==> config.mk <==
export PLATFORM = sky130hd
export DESIGN_NAME = alu_seq
export DESIGN_NICKNAME = d
export VERILOG_FILES = /design/src/rtl/alu_seq.sv
export SDC_FILE = /design/constraint.sdc
export NUM_CORES = 1
export LEC_CHECK = 0
export CORE_MARGIN = 2
export CORE_UTILIZATION = 55
export DETAILED_ROUTE_END_ITERATION = 7
export MAX_ROUTING_LAYER = met4
export PLACE_DENSITY = 0.76
export REMOVE_ABC_BUFFERS = 1
export SYNTH_ARGS = -nofsm -noshare
export SYNTH_HDL_FRONTEND = slang
export SYNTH_SLANG_ARGS = --single-unit
==> constraint.sdc <==
create_clock -name clk -period 5.9 [get_ports clk]
set_clock_uncertainty 0.1 [all_clocks]
set_input_delay 1.18 -clock clk [delete_from_list [all_inputs] [get_ports clk]]
set_output_delay 1.18 -clock clk [all_outputs]
set_load 0.05 [all_outputs]
==> src/rtl/alu_seq.sv <==
// alu_seq: sequential ALU with valid/ready handshakes on both sides.
// ADD/SUB/NOT/XOR/OR/AND finish in one cycle. MUL (shift-add) and DIV
// (restoring) iterate once per cycle for DATA_WIDTH cycles.
// Optional feature macro: ALU_DIV_EN. When it is undefined there is no
// divider, and DIV returns f=0 with err=1 after one cycle.
module alu_seq #(
  parameter int DATA_WIDTH = 16
) (
  input  logic                  clk,
  input  logic                  rst_n,
  input  logic                  in_valid,
  output logic                  in_ready,
  input  logic [2:0]            oc,
  input  logic [DATA_WIDTH-1:0] a,
  input  logic [DATA_WIDTH-1:0] b,
  output logic                  out_valid,
  input  logic                  out_ready,
  output logic [DATA_WIDTH-1:0] f,
  output logic                  zero,
  output logic                  carry,
  output logic                  err
);

  localparam int CW = $clog2(DATA_WIDTH);

  localparam logic [2:0] OP_ADD = 3'd0;
  localparam logic [2:0] OP_SUB = 3'd1;
  localparam logic [2:0] OP_MUL = 3'd2;
  localparam logic [2:0] OP_DIV = 3'd3;
  localparam logic [2:0] OP_NOT = 3'd4;
  localparam logic [2:0] OP_XOR = 3'd5;
  localparam logic [2:0] OP_OR  = 3'd6;
  localparam logic [2:0] OP_AND = 3'd7;

  typedef enum logic [1:0] {IDLE, BUSY, DONE} state_t;

  state_t                state;
  logic [CW-1:0]         cnt;
  // Iteration registers are shared by MUL and DIV:
  //   MUL: x = multiplier (shifts right), y = multiplicand (shifts left), z = accumulator
  //   DIV: x = dividend/quotient (shifts left), y = divisor, z = partial remainder
  logic [DATA_WIDTH-1:0] x, y, z;
  logic [DATA_WIDTH-1:0] x_n, y_n, z_n, it_res;
`ifdef ALU_DIV_EN
  logic                  op_div;
  logic [DATA_WIDTH:0]   r_sh;
  logic                  ge;
`endif

  // Start-of-operation decode
  logic                  fire;
  logic                  s_iter, s_carry, s_err;
  logic [DATA_WIDTH-1:0] s_f;
  logic [DATA_WIDTH:0]   sum;

  // A new request is taken from IDLE, or from DONE while the result drains.
  assign in_ready = (state == IDLE) || ((state == DONE) && out_ready);
  assign fire     = in_valid && in_ready;

  // Result and flags for ops that finish on the fire edge; flags iterative ops.
  always_comb begin
    s_f     = '0;
    s_carry = 1'b0;
    s_err   = 1'b0;
    s_iter  = 1'b0;
    sum     = {1'b0, a} + {1'b0, b};
    case (oc)
      OP_ADD: begin
        s_f     = sum[DATA_WIDTH-1:0];
        s_carry = sum[DATA_WIDTH];
      end
      OP_SUB: begin
        s_f     = a - b;
        s_carry = (a < b);
      end
      OP_MUL: s_iter = 1'b1;
      OP_DIV: begin
`ifdef ALU_DIV_EN
        if (b == '0) begin
          s_f   = '1;
          s_err = 1'b1;
        end else begin
          s_iter = 1'b1;
        end
`else
        s_err = 1'b1;
`endif
      end
      OP_NOT: s_f = ~a;
      OP_XOR: s_f = a ^ b;
      OP_OR:  s_f = a | b;
      OP_AND: s_f = a & b;
      default: s_f = '0;
    endcase
  end

  // One multiply or divide step; it_res is the final value after the last step.
  always_comb begin
    z_n    = x[0] ? (z + y) : z;
    x_n    = x >> 1;
    y_n    = y << 1;
    it_res = z_n;
`ifdef ALU_DIV_EN
    r_sh = {z, x[DATA_WIDTH-1]};
    ge   = (r_sh >= {1'b0, y});
    if (op_div) begin
      z_n    = ge ? DATA_WIDTH'(r_sh - {1'b0, y}) : r_sh[DATA_WIDTH-1:0];
      x_n    = {x[DATA_WIDTH-2:0], ge};
      y_n    = y;
      it_res = x_n;
    end
`endif
  end

  // Control FSM with registered result, flags and out_valid.
  always_ff @(posedge clk) begin
    if (!rst_n) begin
      state     <= IDLE;
      cnt       <= '0;
      x         <= '0;
      y         <= '0;
      z         <= '0;
      f         <= '0;
      zero      <= 1'b0;
      carry     <= 1'b0;
      err       <= 1'b0;
      out_valid <= 1'b0;
`ifdef ALU_DIV_EN
      op_div    <= 1'b0;
`endif
    end else begin
      case (state)
        BUSY: begin
          x   <= x_n;
          y   <= y_n;
          z   <= z_n;
          cnt <= cnt - CW'(1);
          if (cnt == '0) begin
            state     <= DONE;
            out_valid <= 1'b1;
            f         <= it_res;
            zero      <= (it_res == '0);
            carry     <= 1'b0;
            err       <= 1'b0;
          end
        end
        default: begin
          if (fire) begin
            if (s_iter) begin
              state     <= BUSY;
              out_valid <= 1'b0;
              cnt       <= CW'(DATA_WIDTH - 1);
              z         <= '0;
`ifdef ALU_DIV_EN
              op_div    <= (oc == OP_DIV);
              x         <= (oc == OP_DIV) ? a : b;
              y         <= (oc == OP_DIV) ? b : a;
`else
              x         <= b;
              y         <= a;
`endif
            end else begin
              state     <= DONE;
              out_valid <= 1'b1;
              f         <= s_f;
              zero      <= (s_f == '0);
              carry     <= s_carry;
              err       <= s_err;
            end
          end else if ((state == DONE) && out_ready) begin
            state     <= IDLE;
            out_valid <= 1'b0;
          end
        end
      endcase
    end
  end

endmodule

==> results of run 1 <==
stage by stage:
stage               hold WS, ns  worst slack [ns]  instances  utilization, %
finish                   0.3565             1.310       1024           64.97
global route             0.3723             1.061       1024           64.97
CTS                      0.3560             1.337       1024           64.97
detailed placement       0.3467             1.001       1008           62.17
global placement         0.3388             1.073       1008           62.17
floorplan                0.3338             1.254        796               -
sequential cells by signal, indices dropped and copies added, names as in the netlist, 2 cells and up:
name / cells
x: 16
cnt: 4
f: 16
z: 16
y: 16
state: 2
cell type report:
| class | count | area (um2) | area share, % |
|---|---|---|---|
| repair buffers | 69 | 665.6 | 8.973 |
| well taps | 143 | 178.9 | 2.412 |
| clock inverters | 6 | 90.09 | 1.214 |
| clock buffers | 10 | 229.0 | 3.087 |
| flip-flops and latches | 73 | 1461 | 19.70 |
| multi-input cells | 650 | 4519 | 60.92 |
| inverters | 73 | 274.0 | 3.694 |
power breakdown:
group	internal [mW]	switching, mW	leakage (nW)	total (mW)
clock	0.373	0.243	0.153	0.615
combinational	0.164	0.272	2.23	0.437
sequential	0.511	0.0157	0.592	0.527
routing by layer:
metal | track usage, % | part of all wire [%] | up-vias
li1 | - | - | 3130
met3 | 4.752 | 7.1 | 43
met4 | 11.54 | 2.5 | 0
met1 | 46.24 | 44 | 3180
met5 | - | 0 | -
met2 | 54.18 | 46 | 318
logic make-up (layout without fill, tap and decap cells):
family / count (synthesis) / count (layout)
AND/OR/NAND/NOR: 246 / 246
AO/OA/AOI/OAI: 285 / 285
XOR/XNOR: 21 / 21
multiplexers: 28 / 28
flip-flops: 73 / 73
buffers and inverters: 122 / 158
adder cells (fa/ha/maj): 70 / 70
worst register-to-register path, cell delays in order (launching register included):
cell and delay [ns]:
sky130_fd_sc_hd__dfxtp_1 0.35, sky130_fd_sc_hd__ha_1 0.26, sky130_fd_sc_hd__fa_1 0.44, sky130_fd_sc_hd__a211oi_1 0.41, sky130_fd_sc_hd__o21ai_0 0.19, sky130_fd_sc_hd__a21oi_1 0.35
sky130_fd_sc_hd__o21bai_1 0.15, sky130_fd_sc_hd__a2111oi_0 0.41, sky130_fd_sc_hd__a211oi_1 0.13, sky130_fd_sc_hd__xnor2_1 0.16, sky130_fd_sc_hd__mux2i_1 0.28, sky130_fd_sc_hd__a2bb2oi_1 0.20
sky130_fd_sc_hd__a21oi_1 0.08
final timing paths:
check                           cells after the start  slack (ns)    end
worst max register to register                     12        2.29  f[14]
worst max-delay path                               12        1.31   zero
worst min-delay path                                2        0.36   x[5]
worst min register to register                      2        0.36   x[5]
layout by cell type, fill, tap and decap left out, types with 5 or more instances in the layout:
cell                              synthesis  routed
sky130_fd_sc_hd__o21ai_0                 35      35
sky130_fd_sc_hd__buf_4                    0      10
sky130_fd_sc_hd__nand2_1                 98      98
sky130_fd_sc_hd__nor4_1                  10      10
sky130_fd_sc_hd__a21oi_1                 95      95
sky130_fd_sc_hd__o211ai_1                12      12
sky130_fd_sc_hd__nand2b_1                 8       8
sky130_fd_sc_hd__a211oi_1                11      11
sky130_fd_sc_hd__clkbuf_16                0       9
sky130_fd_sc_hd__a21o_1                  11      11
sky130_fd_sc_hd__xnor2_1                 20      20
sky130_fd_sc_hd__nor3_1                  12      12
sky130_fd_sc_hd__a31oi_1                  9       9
sky130_fd_sc_hd__nand3_1                 18      18
sky130_fd_sc_hd__mux4_2                  10      10
sky130_fd_sc_hd__o21bai_1                 9       9
sky130_fd_sc_hd__nor2_1                  71      70
sky130_fd_sc_hd__a2111oi_0                5       5
sky130_fd_sc_hd__clkdlybuf4s50_1          0      59
sky130_fd_sc_hd__dfxtp_1                 73      73
sky130_fd_sc_hd__o221ai_1                 5       5
sky130_fd_sc_hd__a22oi_1                 37      37
sky130_fd_sc_hd__ha_1                    67      67
sky130_fd_sc_hd__mux2i_1                 14      14
sky130_fd_sc_hd__inv_1                   72      71
==> flow_summary.toml, run 1 <==
[status]
result_of_the_run = "completed"

[cells_and_area]
diodes_inserted = 0
post-route-cell-area_um2 = 7418
drive_above_1_share_pct = 6.129
num-nets-final = 985
n_fill_cell = 985
area.growth.synth_to_final_pct = 15.22

[clock_tree]
post_cts.repair.setup_buffers = 0
cts.reportedPaths.clkPinSlew_ns = 0.06
clock_tree.root_cell = "sky130_fd_sc_hd__clkbuf_16"
clock-sinks = 73
hold_fix_buffers_cts = 0
cts_tree = "done"
cts_htree_levels = 3
clock_latency_ns = 0.35
cts_inserted_buffers = 9
clock_tree.buffer_depth = 2
cts_resized = 0

[timing]
setup_total_negative_slack_ns = 0
total_of_endpoints_with_negative_setup_slack_in_the_final_report = 0
rsz0062_at_grt = "false"
drv_slew = 0
hold_violations_final = 0
worstMarginPinSlew_ns = 1.088
fmax_ghz = 0.2179
period_needed_ns = 4.590
worst_slew_margin_rel_pct = 25.61
finalCritPeriodShare_pct = 77.80

[floorplan]
placement_rows = 39
die_height_um = 112.2
ios = 60
start_util_pct = 56.39
die_area_um2 = 12590
core_area_um2 = 11420
die_w_um = 112.2

[critical_path]
timing.critical_path.slowest_stage_cell = "sky130_fd_sc_hd__clkdlybuf4s50_1"
worst_setup_path_end_kind = "flop"
path_buf_inv = 2
critical_path_arrival_ns = 4.77
worst_r2r_startpoint = "y[0]"
critical_path.startpoint_type = "primary input"
crit_path_max_incr_delay_ns = 0.56
criticalPathCategory = "in -> reg"
path_delay_family = "compound AO/OA/AOI/OAI gates"
startpoint = "a[5]"
cp_max_fo = 9
worst-endpoint-required_ns = 6.08
cp_cell_sequence = "clkdlybuf4s50_1 > inv_1 > ha_1 > o21ai_1 > a2111oi_0 > a21boi_1 > nor3_1 > o41ai_1 > xnor2_1 > o311ai_1 > or4_1 > o211ai_2"

[pwr]
cell_area_power_density_nw_per_um2 = 212.8
vdd.ir_drop.worst_v = 0.0001690
power.static_leakage_nw = 2.980
post-layout-total-power_mw = 1.579

[yosys]
combinational_family_with_the_most_area_after_synthesis = "compound AO/OA/AOI/OAI gates"
postSynthCellCount = 845
synthAdderAreaFrac_pct = 13.95
netlist-cell-type-count = 71
synth_xor_area_share_pct = 2.857
synth_top_area_share_pct = 22.70
synth_simple_gate_area_share_pct = 17.02
synth-edff-count = 0
most_area_hungry_cell_type_in_the_yosys_netlist = "sky130_fd_sc_hd__dfxtp_1"
asyncSetResetFlopFracSynth_pct = 0
synth.ff_latch_count = 73
synth.cell_area_um2 = 6439
number_of_warning_messages_in_the_yosys_log = 0
yosys-top-cells-count = "98 x sky130_fd_sc_hd__nand2_1, 95 x sky130_fd_sc_hd__a21oi_1, 73 x sky130_fd_sc_hd__dfxtp_1"
synth_seq_area_share_pct = 22.70
netlist_top_cells_area = "sky130_fd_sc_hd__dfxtp_1 23%, sky130_fd_sc_hd__ha_1 13%, sky130_fd_sc_hd__a21oi_1 7.4%"
synth.avg_cell_area_um2 = 7.620
synth-compound-area-share_pct = 29.83
synth.most_common_cell = "sky130_fd_sc_hd__nand2_1"
yosys-mux-area-fraction_pct = 6.374
synth-main-ff-cell = "sky130_fd_sc_hd__dfxtp_1"

[detailed_routing]
vias_per_cell = 6.515
drt_pass1_iterations = 6
via_count = 6671
drc = 0
ant_nets_after_route = 0
detail_route.wirelength_mm = 20.92
route.detailed.wl_per_inst_um = 20.43
drt-initial-drc-count = 746

[global_route]
vias_in_the_first_global_route = 6393
grt_pass1_wl_mm = 33.75
groute.usage.overall_pct = 34.56
grt_remaining_overflow = 0
antenna_found_initial = 0
maximum_number_of_pins_on_one_net_before_global_route_repair = 60

[hold_path]
min-delay-path-class = "reg -> reg"
holdCritStartpoint = "x[5]"

[placed_design]
port_buffers = 59
placement.cell_area_um2 = 7099
dp_hpwl_mm = 15.25
gp_congestion = 1.021

[run]
max_cap_violations = 0
No activity file was read; power rests on OpenSTA's default activity.
==> inputs of run 2 (changes only) <==
Clock period 5.9 ns to 4.55 ns, I/O delays scaled along.
==> run 2 against run 1 <==
  * Wire length is 1.8% higher
  * Sequential cell count stayed put
  * Final area is 2.8% higher
  * Global-route usage is 0.70 points higher
  * Final cell count is 2.9% higher
  * Die area stayed put
  * Power is 28% higher
  * First-iteration DRC count is 1.2% lower
  * Sequential share of layout area is 0.54 points lower
  * Count of clock-buffer cells in the layout stayed put
  * Hold slack worse by 0.00060 ns
  * Largest cell class unchanged
==> flow_summary.toml, run 2 (synthesis gave the netlist of run 1 again) <==
[status]
result_of_the_run = "completed"

[critical_path]
critical_path.startpoint_type = "primary input"
critical_path_arrival_ns = 4.46
worst-endpoint-required_ns = 4.73
timing.reg2reg.worst_path_depth = 12
flop2flop_setup_slack_ns = 0.73
cp_max_fo = 3
worst_r2r_startpoint = "y[0]"
r2r-end = "f[14]"
criticalPathCategory = "in -> reg"
worst_setup_path_end_kind = "flop"

[floorplan]
die_area_um2 = 12590
die_height_um = 112.2
die_w_um = 112.2
ios = 60
start_util_pct = 56.39
core_area_um2 = 11420
placement_rows = 39

[detailed_routing]
ant_nets_after_route = 0
detail_route.wirelength_mm = 21.29
route.detailed.wl_per_inst_um = 20.20
via_count = 6771
drt_pass1_iterations = 6
drc = 0
drt-initial-drc-count = 737
vias_per_cell = 6.424

[pwr]
share_comb_of_total_power_pct = 29.9
vdd.ir_drop.worst_v = 0.0001893
seqPwrFrac_pct = 33.9
power_report.internal_total_mw = 1.337
power.static_leakage_nw = 3.121
p_sw_share_pct = 33.66
power.clock.fraction_pct = 36.2
cell_area_power_density_nw_per_um2 = 264.2
power.switching_mw = 0.6783

[timing]
setup_total_negative_slack_ns = 0
hold_violations_final = 0
worstMarginPinSlew_ns = 1.032
finalCritPeriodShare_pct = 94.26
fmax_ghz = 0.2332
drv_slew = 0
finalWorstSetupSlack_ns = 0.2611
total_of_endpoints_with_negative_setup_slack_in_the_final_report = 0
rsz0062_at_grt = "false"
worst_slew_margin_rel_pct = 29.41
period_needed_ns = 4.289

[global_route]
antenna_found_initial = 0
grt_remaining_overflow = 0
vias_in_the_first_global_route = 6605
groute.usage.overall_pct = 35.26
maximum_number_of_pins_on_one_net_before_global_route_repair = 41
grt_pass1_wl_mm = 34.60

[cells_and_area]
diodes_inserted = 0
post_layout_nonfiller_instances = 1054
finalCoreUtilization_pct = 66.80
area.growth.synth_to_final_pct = 18.46
most-common-layout-cells = "98 x sky130_fd_sc_hd__nand2_1, 95 x sky130_fd_sc_hd__a21oi_1, 73 x sky130_fd_sc_hd__dfxtp_1"
num-nets-final = 1016
layout.cells.most_common = "sky130_fd_sc_hd__nand2_1"
drive_above_1_share_pct = 9.330

[placed_design]
placed_cells = 1039
place_worst_setup_slack_ns = -0.007556
port_buffers = 59
gp_congestion = 0.9927
dp_hpwl_mm = 16.10

[clock_tree]
cts_inserted_buffers = 9
clock-sinks = 73
hold_fix_buffers_cts = 0
cts_tree = "done"
cts.reportedPaths.clkPinSlew_ns = 0.06
cts_resized = 0
post_cts.repair.setup_buffers = 0
cts_htree_levels = 3
clock_tree.root_cell = "sky130_fd_sc_hd__clkbuf_16"
clock_latency_ns = 0.35
clock_tree.buffer_depth = 2

[hold_path]
min_path_cells = 2
min-delay-path-class = "reg -> reg"
worst_hold_path.endpoint = "x[4]"
holdCritStartpoint = "x[4]"

[run]
max_cap_violations = 0
[run 2: changes by cell type in the layout (fill, tap and decap cells not counted)]
cell and change:
sky130_fd_sc_hd__clkbuf_1 -1, sky130_fd_sc_hd__inv_6 -1, sky130_fd_sc_hd__buf_4 +31, sky130_fd_sc_hd__clkbuf_8 +1, sky130_fd_sc_hd__bufinv_16 -1, sky130_fd_sc_hd__clkinv_2 +1
[run 2: how the worst max path moves through the flow]
stage	start	endpoint	slack, ns	cells past startpoint
5_1_grt	a[0]	zero	0.11	15
3_5_place_dp	a[0]	zero	-0.008	15
3_3_place_gp	a[0]	zero	0.13	15
2_1_floorplan	state[1]	zero	-0.1	9
4_1_cts	a[0]	zero	0.34	15
6_report	a[0]	zero	0.26	15
[run 2: power by group through the flow]
stage / combinational, mW / sequential [mW] / clock, mW
floorplan: 0.312 / 0.738 / 0
global placement: 0.581 / 0.695 / 0
detailed placement: 0.588 / 0.696 / 0
CTS: 0.592 / 0.683 / 0.729
global route: 0.650 / 0.686 / 0.758
finish: 0.602 / 0.684 / 0.729
[run 2: area by class of cell]
| cell class | instances | area, um2 |
|---|---|---|
| multi-input cells | 650 | 4519 |
| flip-flops and latches | 73 | 1461 |
| well taps | 143 | 178.9 |
| repair buffers | 100 | 898.4 |
| clock buffers | 10 | 239.0 |
| fillers | 980 | 3791 |
| inverters | 73 | 274.0 |
| clock inverters | 5 | 56.30 |
[run 2: routing by layer]
metal	global-route usage (%)	vias to the layer above	share of wire (%)
met4	8.862	0	1.7
met5	-	-	0
met3	7.181	33	9.5
met2	55.94	322	46
met1	46.40	3222	42
li1	-	3194	-
[run 2: critical path, stage by stage]
cell                              delay (ns)
sky130_fd_sc_hd__clkdlybuf4s50_1        0.47
sky130_fd_sc_hd__inv_1                  0.13
sky130_fd_sc_hd__ha_1                   0.21
sky130_fd_sc_hd__inv_1                  0.07
sky130_fd_sc_hd__fa_1                   0.40
sky130_fd_sc_hd__nand2b_1               0.14
sky130_fd_sc_hd__a221oi_2               0.09
sky130_fd_sc_hd__o41a_1                 0.38
sky130_fd_sc_hd__a311oi_1               0.48
sky130_fd_sc_hd__o311ai_0               0.17
sky130_fd_sc_hd__o41ai_1                0.12
sky130_fd_sc_hd__xnor2_1                0.22
sky130_fd_sc_hd__o311ai_1               0.12
sky130_fd_sc_hd__or4_1                  0.50
sky130_fd_sc_hd__o211ai_2               0.07
[run 2: through the flow]
stage	total power, mW	hold slack, ns	instance area, um2
4_1_cts	2.003	0.3586	7627
3_3_place_gp	1.276	0.3394	7332
5_1_grt	2.094	0.3734	7627
3_5_place_dp	1.284	0.3495	7332
6_report	2.015	0.3559	7627
2_1_floorplan	1.049	0.3338	6245
